## src/rtl/mul_pkg.sv

```systemverilog
// Shared definitions for the iterative radix-4 Booth multiplier:
// op encodings, FSM states and datapath sizing constants.
package mul_pkg;

    localparam int N_DIGITS   = 17;
    localparam int N_COMP_CYC = 9;
    localparam int PROD_W     = 64;

    typedef enum logic [1:0] {
        MUL_OP_MUL    = 2'b00,
        MUL_OP_MULH   = 2'b01,
        MUL_OP_MULHSU = 2'b10,
        MUL_OP_MULHU  = 2'b11
    } mul_op_e;

    typedef enum logic [1:0] {
        ST_IDLE,
        ST_COMP,
        ST_ADD,
        ST_DONE
    } mul_state_e;

endpackage

```

## src/rtl/mul_booth_iter_if.sv

```systemverilog
// Issue-side and writeback-side handshake bundle of the Booth multiplier.
interface mul_booth_iter_if #(
    parameter int TAG_W = 5
);

    logic             in_valid;
    logic             in_ready;
    logic [1:0]       in_op;
    logic [31:0]      in_rs1;
    logic [31:0]      in_rs2;
    logic [TAG_W-1:0] in_tag;
    logic             out_valid;
    logic             out_ready;
    logic [31:0]      out_data;
    logic [TAG_W-1:0] out_tag;

    modport master (
        output in_valid, in_op, in_rs1, in_rs2, in_tag, out_ready,
        input  in_ready, out_valid, out_data, out_tag
    );

    modport slave (
        input  in_valid, in_op, in_rs1, in_rs2, in_tag, out_ready,
        output in_ready, out_valid, out_data, out_tag
    );

endinterface

```

## src/rtl/booth_pp_gen.sv

```systemverilog
// Radix-4 Booth partial product: recodes a 3-bit multiplier window into a
// digit in {-2..+2} and returns digit * multiplicand << 2*idx, mod 2^64.
module booth_pp_gen
    import mul_pkg::*;
(
    input  logic [2:0]        win,
    input  logic [32:0]       mcand,
    input  logic [4:0]        idx,
    output logic [PROD_W-1:0] pp
);

    logic [PROD_W-1:0] m_ext;
    logic [PROD_W-1:0] mag;

    always_comb begin
        m_ext = {{(PROD_W-33){mcand[32]}}, mcand};
        case (win)
            3'b001, 3'b010: mag = m_ext;
            3'b011:         mag = m_ext << 1;
            3'b100:         mag = -(m_ext << 1);
            3'b101, 3'b110: mag = -m_ext;
            default:        mag = '0;
        endcase
        pp = mag << {idx, 1'b0};
    end

endmodule

```

## src/rtl/comp_4to2.sv

```systemverilog
// 4:2 carry-save compressor built from two chained 3:2 stages; all
// arithmetic is modulo 2^NUM, so carries out of the top bit are dropped.
module comp_4to2 #(
    parameter int NUM = 64
) (
    input  logic [NUM-1:0] a,
    input  logic [NUM-1:0] b,
    input  logic [NUM-1:0] c,
    input  logic [NUM-1:0] d,
    output logic [NUM-1:0] sum,
    output logic [NUM-1:0] carry
);

    logic [NUM-1:0] s1;
    logic [NUM-1:0] k1_sh;

    always_comb begin
        s1    = a ^ b ^ c;
        k1_sh = {(a[NUM-2:0] & b[NUM-2:0]) | (a[NUM-2:0] & c[NUM-2:0]) |
                 (b[NUM-2:0] & c[NUM-2:0]), 1'b0};
        sum   = s1 ^ d ^ k1_sh;
        carry = {(s1[NUM-2:0] & d[NUM-2:0]) | (s1[NUM-2:0] & k1_sh[NUM-2:0]) |
                 (d[NUM-2:0] & k1_sh[NUM-2:0]), 1'b0};
    end

endmodule

```

## src/rtl/mul_booth_iter.sv

```systemverilog
// Iterative radix-4 Booth multiplier for RV32M MUL/MULH/MULHSU/MULHU:
// two partial products per cycle folded into a carry-save accumulator.
module mul_booth_iter
    import mul_pkg::*;
#(
    parameter int TAG_W = 5
) (
    input  logic             clk,
    input  logic             rst,
    input  logic             flush,
    mul_booth_iter_if.slave  bus
);

    mul_state_e        state;
    mul_state_e        state_nxt;
    logic [3:0]        cnt;
    logic [32:0]       mcand;
    logic [37:0]       mplr;
    mul_op_e           op_in;
    mul_op_e           op_q;
    logic [TAG_W-1:0]  tag_q;
    logic [TAG_W-1:0]  out_tag_q;
    logic [31:0]       out_data_q;
    logic [PROD_W-1:0] acc_sum;
    logic [PROD_W-1:0] acc_carry;
    logic [PROD_W-1:0] pp_a;
    logic [PROD_W-1:0] pp_b;
    logic [PROD_W-1:0] cmp_sum;
    logic [PROD_W-1:0] cmp_carry;
    logic [PROD_W-1:0] prod;
    logic              accept;
    logic              last_comp;
    logic              sgn1;
    logic              sgn2;

    assign op_in     = mul_op_e'(bus.in_op);
    assign sgn1      = (op_in == MUL_OP_MULH) || (op_in == MUL_OP_MULHSU);
    assign sgn2      = (op_in == MUL_OP_MULH);
    assign accept    = (state == ST_IDLE) && bus.in_valid && !flush;
    assign last_comp = (cnt == 4'(N_COMP_CYC - 1));
    assign prod      = acc_sum + acc_carry;

    // Window [2:0] is digit 2k, [4:2] is digit 2k+1; the sign-filled top of
    // mplr makes the final window all-sign, so PP_17 recodes to zero.
    booth_pp_gen u_pp_a (
        .win   (mplr[2:0]),
        .mcand (mcand),
        .idx   ({cnt, 1'b0}),
        .pp    (pp_a)
    );

    booth_pp_gen u_pp_b (
        .win   (mplr[4:2]),
        .mcand (mcand),
        .idx   ({cnt, 1'b1}),
        .pp    (pp_b)
    );

    comp_4to2 #(.NUM(PROD_W)) u_comp (
        .a     (pp_a),
        .b     (pp_b),
        .c     (acc_sum),
        .d     (acc_carry),
        .sum   (cmp_sum),
        .carry (cmp_carry)
    );

    always_ff @(posedge clk) begin
        if (rst) state <= ST_IDLE;
        else     state <= state_nxt;
    end

    always_comb begin
        state_nxt = state;
        case (state)
            ST_IDLE: if (bus.in_valid)  state_nxt = ST_COMP;
            ST_COMP: if (last_comp)     state_nxt = ST_ADD;
            ST_ADD:                     state_nxt = ST_DONE;
            ST_DONE: if (bus.out_ready) state_nxt = ST_IDLE;
            default:                    state_nxt = ST_IDLE;
        endcase
        if (flush) state_nxt = ST_IDLE;
    end

    always_comb begin
        bus.in_ready  = (state == ST_IDLE);
        bus.out_valid = (state == ST_DONE);
        bus.out_data  = out_data_q;
        bus.out_tag   = out_tag_q;
    end

    always_ff @(posedge clk) begin
        if (rst) begin
            cnt        <= '0;
            mcand      <= '0;
            mplr       <= '0;
            op_q       <= MUL_OP_MUL;
            tag_q      <= '0;
            acc_sum    <= '0;
            acc_carry  <= '0;
            out_data_q <= '0;
            out_tag_q  <= '0;
        end else if (accept) begin
            cnt       <= '0;
            mcand     <= {sgn1 & bus.in_rs1[31], bus.in_rs1};
            mplr      <= {{5{sgn2 & bus.in_rs2[31]}}, bus.in_rs2, 1'b0};
            op_q      <= op_in;
            tag_q     <= bus.in_tag;
            acc_sum   <= '0;
            acc_carry <= '0;
        end else if (state == ST_COMP) begin
            cnt       <= cnt + 4'd1;
            mplr      <= {{4{mplr[37]}}, mplr[37:4]};
            acc_sum   <= cmp_sum;
            acc_carry <= cmp_carry;
        end else if (state == ST_ADD) begin
            out_data_q <= (op_q == MUL_OP_MUL) ? prod[31:0] : prod[63:32];
            out_tag_q  <= tag_q;
        end
    end

endmodule

```

## src/flat_wrapper.sv

```systemverilog
// flat-port wrapper written by rule: the top's interface ports become plain ports
module mul_booth_iter_flat import mul_pkg::*;
#(
    parameter int TAG_W = 5
)
  (clk, rst, flush, bus_in_valid, bus_in_op, bus_in_rs1, bus_in_rs2, bus_in_tag, bus_out_ready, bus_in_ready, bus_out_valid, bus_out_data, bus_out_tag);
  mul_booth_iter_if #(.TAG_W(TAG_W)) bus_i ();
  input  logic clk;
  input  logic rst;
  input  logic flush;
  input wire logic [$bits(bus_i.in_valid)-1:0] bus_in_valid;
  input wire logic [$bits(bus_i.in_op)-1:0] bus_in_op;
  input wire logic [$bits(bus_i.in_rs1)-1:0] bus_in_rs1;
  input wire logic [$bits(bus_i.in_rs2)-1:0] bus_in_rs2;
  input wire logic [$bits(bus_i.in_tag)-1:0] bus_in_tag;
  input wire logic [$bits(bus_i.out_ready)-1:0] bus_out_ready;
  output wire logic [$bits(bus_i.in_ready)-1:0] bus_in_ready;
  output wire logic [$bits(bus_i.out_valid)-1:0] bus_out_valid;
  output wire logic [$bits(bus_i.out_data)-1:0] bus_out_data;
  output wire logic [$bits(bus_i.out_tag)-1:0] bus_out_tag;
  assign bus_i.in_valid = bus_in_valid;
  assign bus_i.in_op = bus_in_op;
  assign bus_i.in_rs1 = bus_in_rs1;
  assign bus_i.in_rs2 = bus_in_rs2;
  assign bus_i.in_tag = bus_in_tag;
  assign bus_i.out_ready = bus_out_ready;
  assign bus_in_ready = bus_i.in_ready;
  assign bus_out_valid = bus_i.out_valid;
  assign bus_out_data = bus_i.out_data;
  assign bus_out_tag = bus_i.out_tag;
  mul_booth_iter #(.TAG_W(TAG_W)) u_core (.clk(clk), .rst(rst), .flush(flush), .bus(bus_i));
endmodule
```

## config.mk

```make
export PLATFORM = sky130hd
export DESIGN_NAME = mul_booth_iter_flat
export DESIGN_NICKNAME = d
export VERILOG_FILES = /design/src/rtl/mul_pkg.sv /design/src/rtl/mul_booth_iter_if.sv /design/src/rtl/booth_pp_gen.sv /design/src/rtl/comp_4to2.sv /design/src/rtl/mul_booth_iter.sv /design/src/flat_wrapper.sv
export SDC_FILE = /design/constraint.sdc
export NUM_CORES = 1
export LEC_CHECK = 0
export ABC_AREA = 1
export CELL_PAD_IN_SITES_DETAIL_PLACEMENT = 1
export CELL_PAD_IN_SITES_GLOBAL_PLACEMENT = 1
export CORE_ASPECT_RATIO = 1.25
export CORE_UTILIZATION = 43
export CTS_BUF_LIST = sky130_fd_sc_hd__clkbuf_8
export DETAILED_ROUTE_END_ITERATION = 6
export PLACE_DENSITY_LB_ADDON = 0.1
export SYNTH_ARGS = -nofsm -noshare
export SYNTH_HDL_FRONTEND = slang
export SYNTH_SLANG_ARGS = --single-unit
```

## constraint.sdc

```tcl
create_clock -name clk -period 10.7 [get_ports clk]
set_clock_uncertainty 0.05 [all_clocks]
set_input_delay 2.14 -clock clk [delete_from_list [all_inputs] [get_ports clk]]
set_output_delay 2.14 -clock clk [all_outputs]
set_load 0.02 [all_outputs]
```

==> reports/results.md <==
- finished, final reports clean — status
- 114 — IO Port Bufs
- 190 MHz — maximum clock frequency
- 0.06 ns — clock transition at the register clock pins on the worst setup and hold paths after CTS
- built — CTS tree
- 0 — endpoints failing hold
- 0 — grt total ovfl
- 23300 um2 — placed instance area
- 3654 — net count reported at finish
- 22.4% — share of the yosys chip area belonging to registers
- 43.9% — initial standard-cell utilization of the core
- 113 nW/um2 — ratio of total power to cell area
- sky130_fd_sc_hd__clkbuf_8 — clock root buffer
- 1775 — number of DRC markers after the initial detailed-route iteration
- 0% — FFs w/ async S/R, synth
- 21800 um2 — Post-Syn Area
- 0.425 ns — Final Hold Slack
- 49600 um2 — Floorplan Core Area
- 91 — number of standard-cell rows in the floorplan
- 0 — final count of pins violating max slew
- 19 — Crit Path Max Fanout
- 1.05 — routability congestion estimate
- 51600 um2 — Total Die Area
- 2 — initial antenna violation count
- 118 — pin count of the biggest net entering global routing
- sky130_fd_sc_hd__dfxtp_1 (22%), sky130_fd_sc_hd__nand2_1 (17%), sky130_fd_sc_hd__fa_1 (11%), sky130_fd_sc_hd__a21oi_1 (7.3%), sky130_fd_sc_hd__nor2_1 (5.5%) — top area cells in the synthesized netlist
- 0 — DRC viols
- 10.1 nW — leakage dissipation
- 0 — Final setup viols
- u_core.mplr[2] — critical path launch point
- 0.78 ns — Critical Path Max Stage Delay
- 2 — worst path bufs/invs
- 3377 — Synth Instances
- 2 — number of levels in the clock H-tree
- u_core.acc_sum[53] — crit path capture
- 5 — number of detailed-routing iterations run before antenna repair
- 0.67 ns — clock latency at the later pin of the worst-skew pair
- 203 um — width of the die
- 6.16% — M3 GR Usage
- 0 — ANT nets after route
- 0 — max-cap viol count
- 5.27 ns — final critical path time including I/O delays and setup
- flop to flop — classification of the worst-slack hold path
- sky130_fd_sc_hd__dfxtp_1 — post-synthesis cell type with the largest combined area
- 22.4% — share of Yosys cell area claimed by the top area cell type
- 49.2% — Final period util
- 55 — Distinct cells, synth
- 155000 um — global-route wire length before repair
- flop to flop — type of the worst setup path
- u_core.mplr[2] — worst r2r src
- 40.3% — overall global routing resource usage
- 0 — post-CTS sizing
- 0 — Yosys Warn Count
- 43.7% — global routing met1 resource utilization
- compound AO/OA/AOI/OAI gates — crit-path leading delay family
- u_core.acc_sum[53] — terminus of the critical flop-to-flop path
- 1.32 ns — slew of the pin with the lowest slew margin
- sky130_fd_sc_hd__nor2_2 — worst-path cell with the longest stage delay
- 15 — number of gates on the worst path with buffers counted
- 68.7% — met2 layer usage reported by global route
- 3648 — Synthesized Nets
- 0 — postcts setup bufs
- 5.10% — proportion of layout cells with a drive suffix above 1
- flop — Worst setup EP type
- flop — category of the worst setup path launch point
- met2 — global routing's busiest layer
- 6.00 — via/cell ratio
- 24400 — Vias
- 0 — number of hold buffers added after cts
- 3 — maximum buffer depth of the clock tree
- 15 — Worst R2R Path Depth
- sky130_fd_sc_hd__dfxtp_1 — predominant post-synthesis flop cell
- 25.6 um — mean routed wirelength per cell
- sky130_fd_sc_hd__nand2_1 — most used cell, CP
- 24100 um2 — area of all placed cells without fillers
- 87.3 uV — worst voltage drop across the vdd grid
- nor2_1, inv_1, nor2_2, inv_2, o2111ai_1, a21boi_1, nand2_1, o21ai_1, a21boi_0, nand2_1, o21ai_1, fa_1, fa_1, nand2_1, a21oi_1 — cell-by-cell trace of the critical path
- 244 — Num Clock Sinks
- 5.43 ns — minimum setup slack among reg-to-reg paths
- 48.5% — Final Util
- false — RSZ-0062 raised after global routing
- 25100 — vias in the first global route
- 0 ns — setup tns final
- 104000 um — final routed wirelength across all metal layers
- 12.1% — worst slew slack as a fraction of its limit
- 11.22 ns — Critical Path RT
- 254 um — vertical die dimension
- 10.5% — Layout Area Growth over Synthesis
- 82400 um — HPWL after detailed placement
- 244 — #FFs+latches synth
- 115 — Top Ports
- 44 — number of buffers added by the clock tree synthesis step
- 6.45 um2 — syn avg cell area
- 0 — number of enable-type register cells in the synthesized netlist
- 5.79 ns — CP Data Arrival Time
## how the worst min path moves through the flow
stage	to	from	slack (ns)	cells after the start
after global routing	u_core.bus.out_data[2]	u_core.bus.out_data[2]	0.45	2
after floorplan	u_core.bus.out_tag[0]	u_core.tag_q[0]	0.40	2
after CTS	u_core.bus.out_data[2]	u_core.bus.out_data[2]	0.42	2
after global placement	u_core.bus.out_data[1]	u_core.bus.out_data[1]	0.40	2
final	u_core.bus.out_data[2]	u_core.bus.out_data[2]	0.43	2
after detailed placement	u_core.bus.out_data[3]	u_core.bus.out_data[3]	0.41	2
## Yosys cell counts (13+ instances only)
cell,n
sky130_fd_sc_hd__o211ai_1,18
sky130_fd_sc_hd__nor3_1,20
sky130_fd_sc_hd__o21ai_1,55
sky130_fd_sc_hd__buf_1,16
sky130_fd_sc_hd__ha_1,72
sky130_fd_sc_hd__buf_2,28
sky130_fd_sc_hd__a21oi_1,317
sky130_fd_sc_hd__o21bai_1,13
sky130_fd_sc_hd__nand4_1,31
sky130_fd_sc_hd__nand3_1,164
sky130_fd_sc_hd__fa_1,123
sky130_fd_sc_hd__o22ai_1,47
sky130_fd_sc_hd__o21ai_0,237
sky130_fd_sc_hd__inv_1,276
sky130_fd_sc_hd__o2111ai_1,26
sky130_fd_sc_hd__nor2_1,320
sky130_fd_sc_hd__a21o_1,16
sky130_fd_sc_hd__dfxtp_1,244
sky130_fd_sc_hd__nand2_1,959
sky130_fd_sc_hd__mux2i_1,15
sky130_fd_sc_hd__clkbuf_1,132
sky130_fd_sc_hd__a31oi_1,70
## cell families after synthesis
family	share of synthesized area, %
AO/OA/AOI/OAI	22.5
multiplexers	0.689
adder cells (fa/ha/maj)	15.4
buffers and inverters	8.22
flip-flops	22.4
AND/OR/NAND/NOR	29.8
XOR/XNOR	0.987
## worst min-delay path: cells and delay by family (launching register included)
kind	cells	cell delay (ns)
AOI/OAI and AO/OA	1	0.06
DFF	1	0.31
and+or+nand+nor	1	0.06
## final cells by class
| cell class | instances | area [um2] |
|---|---|---|
| inverter | 292 | 1100 |
| multi-input combinational | 2665 | 15200 |
| fill | 6680 | 25600 |
| clock inverter | 24 | 143 |
| sequential | 244 | 4890 |
| antenna | 1 | 2.50 |
| timing repair buffer | 136 | 1310 |
| tap | 651 | 815 |
| clock buffer | 49 | 674 |
## per-stage QoR
step	total power [mW]	worst slack (ns)	std cells
2_1_floorplan	1.50	7.15	3377
3_3_place_gp	1.78	5.41	3988
3_5_place_dp	1.81	5.27	3988
4_1_cts	2.70	5.65	4061
5_1_grt	2.82	5.28	4062
6_report	2.71	5.43	4062
## layout by cell type (no fill, tap or decap), types with 13 or more instances in the layout
cell type and n:
sky130_fd_sc_hd__dfxtp_1 240, sky130_fd_sc_hd__nor3_1 20, sky130_fd_sc_hd__a21o_1 16, sky130_fd_sc_hd__o21bai_1 13, sky130_fd_sc_hd__mux2i_1 15, sky130_fd_sc_hd__buf_4 22, sky130_fd_sc_hd__nand4_1 31, sky130_fd_sc_hd__a31oi_1 70
sky130_fd_sc_hd__fa_1 123, sky130_fd_sc_hd__nand3_1 164, sky130_fd_sc_hd__nor2_1 317, sky130_fd_sc_hd__ha_1 70, sky130_fd_sc_hd__o211ai_1 18, sky130_fd_sc_hd__o2111ai_1 26, sky130_fd_sc_hd__a21oi_1 317, sky130_fd_sc_hd__o22ai_1 47
sky130_fd_sc_hd__nand2_1 959, sky130_fd_sc_hd__o21ai_0 237, sky130_fd_sc_hd__inv_2 16, sky130_fd_sc_hd__clkdlybuf4s50_1 114, sky130_fd_sc_hd__o21ai_1 55, sky130_fd_sc_hd__inv_1 284, sky130_fd_sc_hd__clkbuf_8 49
## report_power, final
| group | switching [mW] | leakage, nW | total, mW | internal [mW] |
|---|---|---|---|---|
| Combinational | 0.588 | 7.65 | 0.836 | 0.248 |
| Sequential | 0.0385 | 1.98 | 0.985 | 0.947 |
| Clock | 0.446 | 0.472 | 0.889 | 0.443 |
## sequential cells by signal (all words and copies together), names as in the netlist
register	cells
u_core.acc_carry	62
u_core.mcand	33
u_core.cnt	4
u_core.op_q	2
u_core.bus.out_data	32
u_core.bus.out_tag	5
u_core.state	2
u_core.tag_q	5
u_core.mplr	35
u_core.acc_sum	64
## routing by layer
| layer | wire length, um | share of wire, % | up-vias |
|---|---|---|---|
| li1 | - | - | 11200 |
| met1 | 38300 | 37 | 11900 |
| met2 | 49900 | 48 | 904 |
| met3 | 5490 | 5.3 | 377 |
| met4 | 10500 | 10 | 0 |
| met5 | 0 | 0 | - |
(Power assumes the default switching activity.)
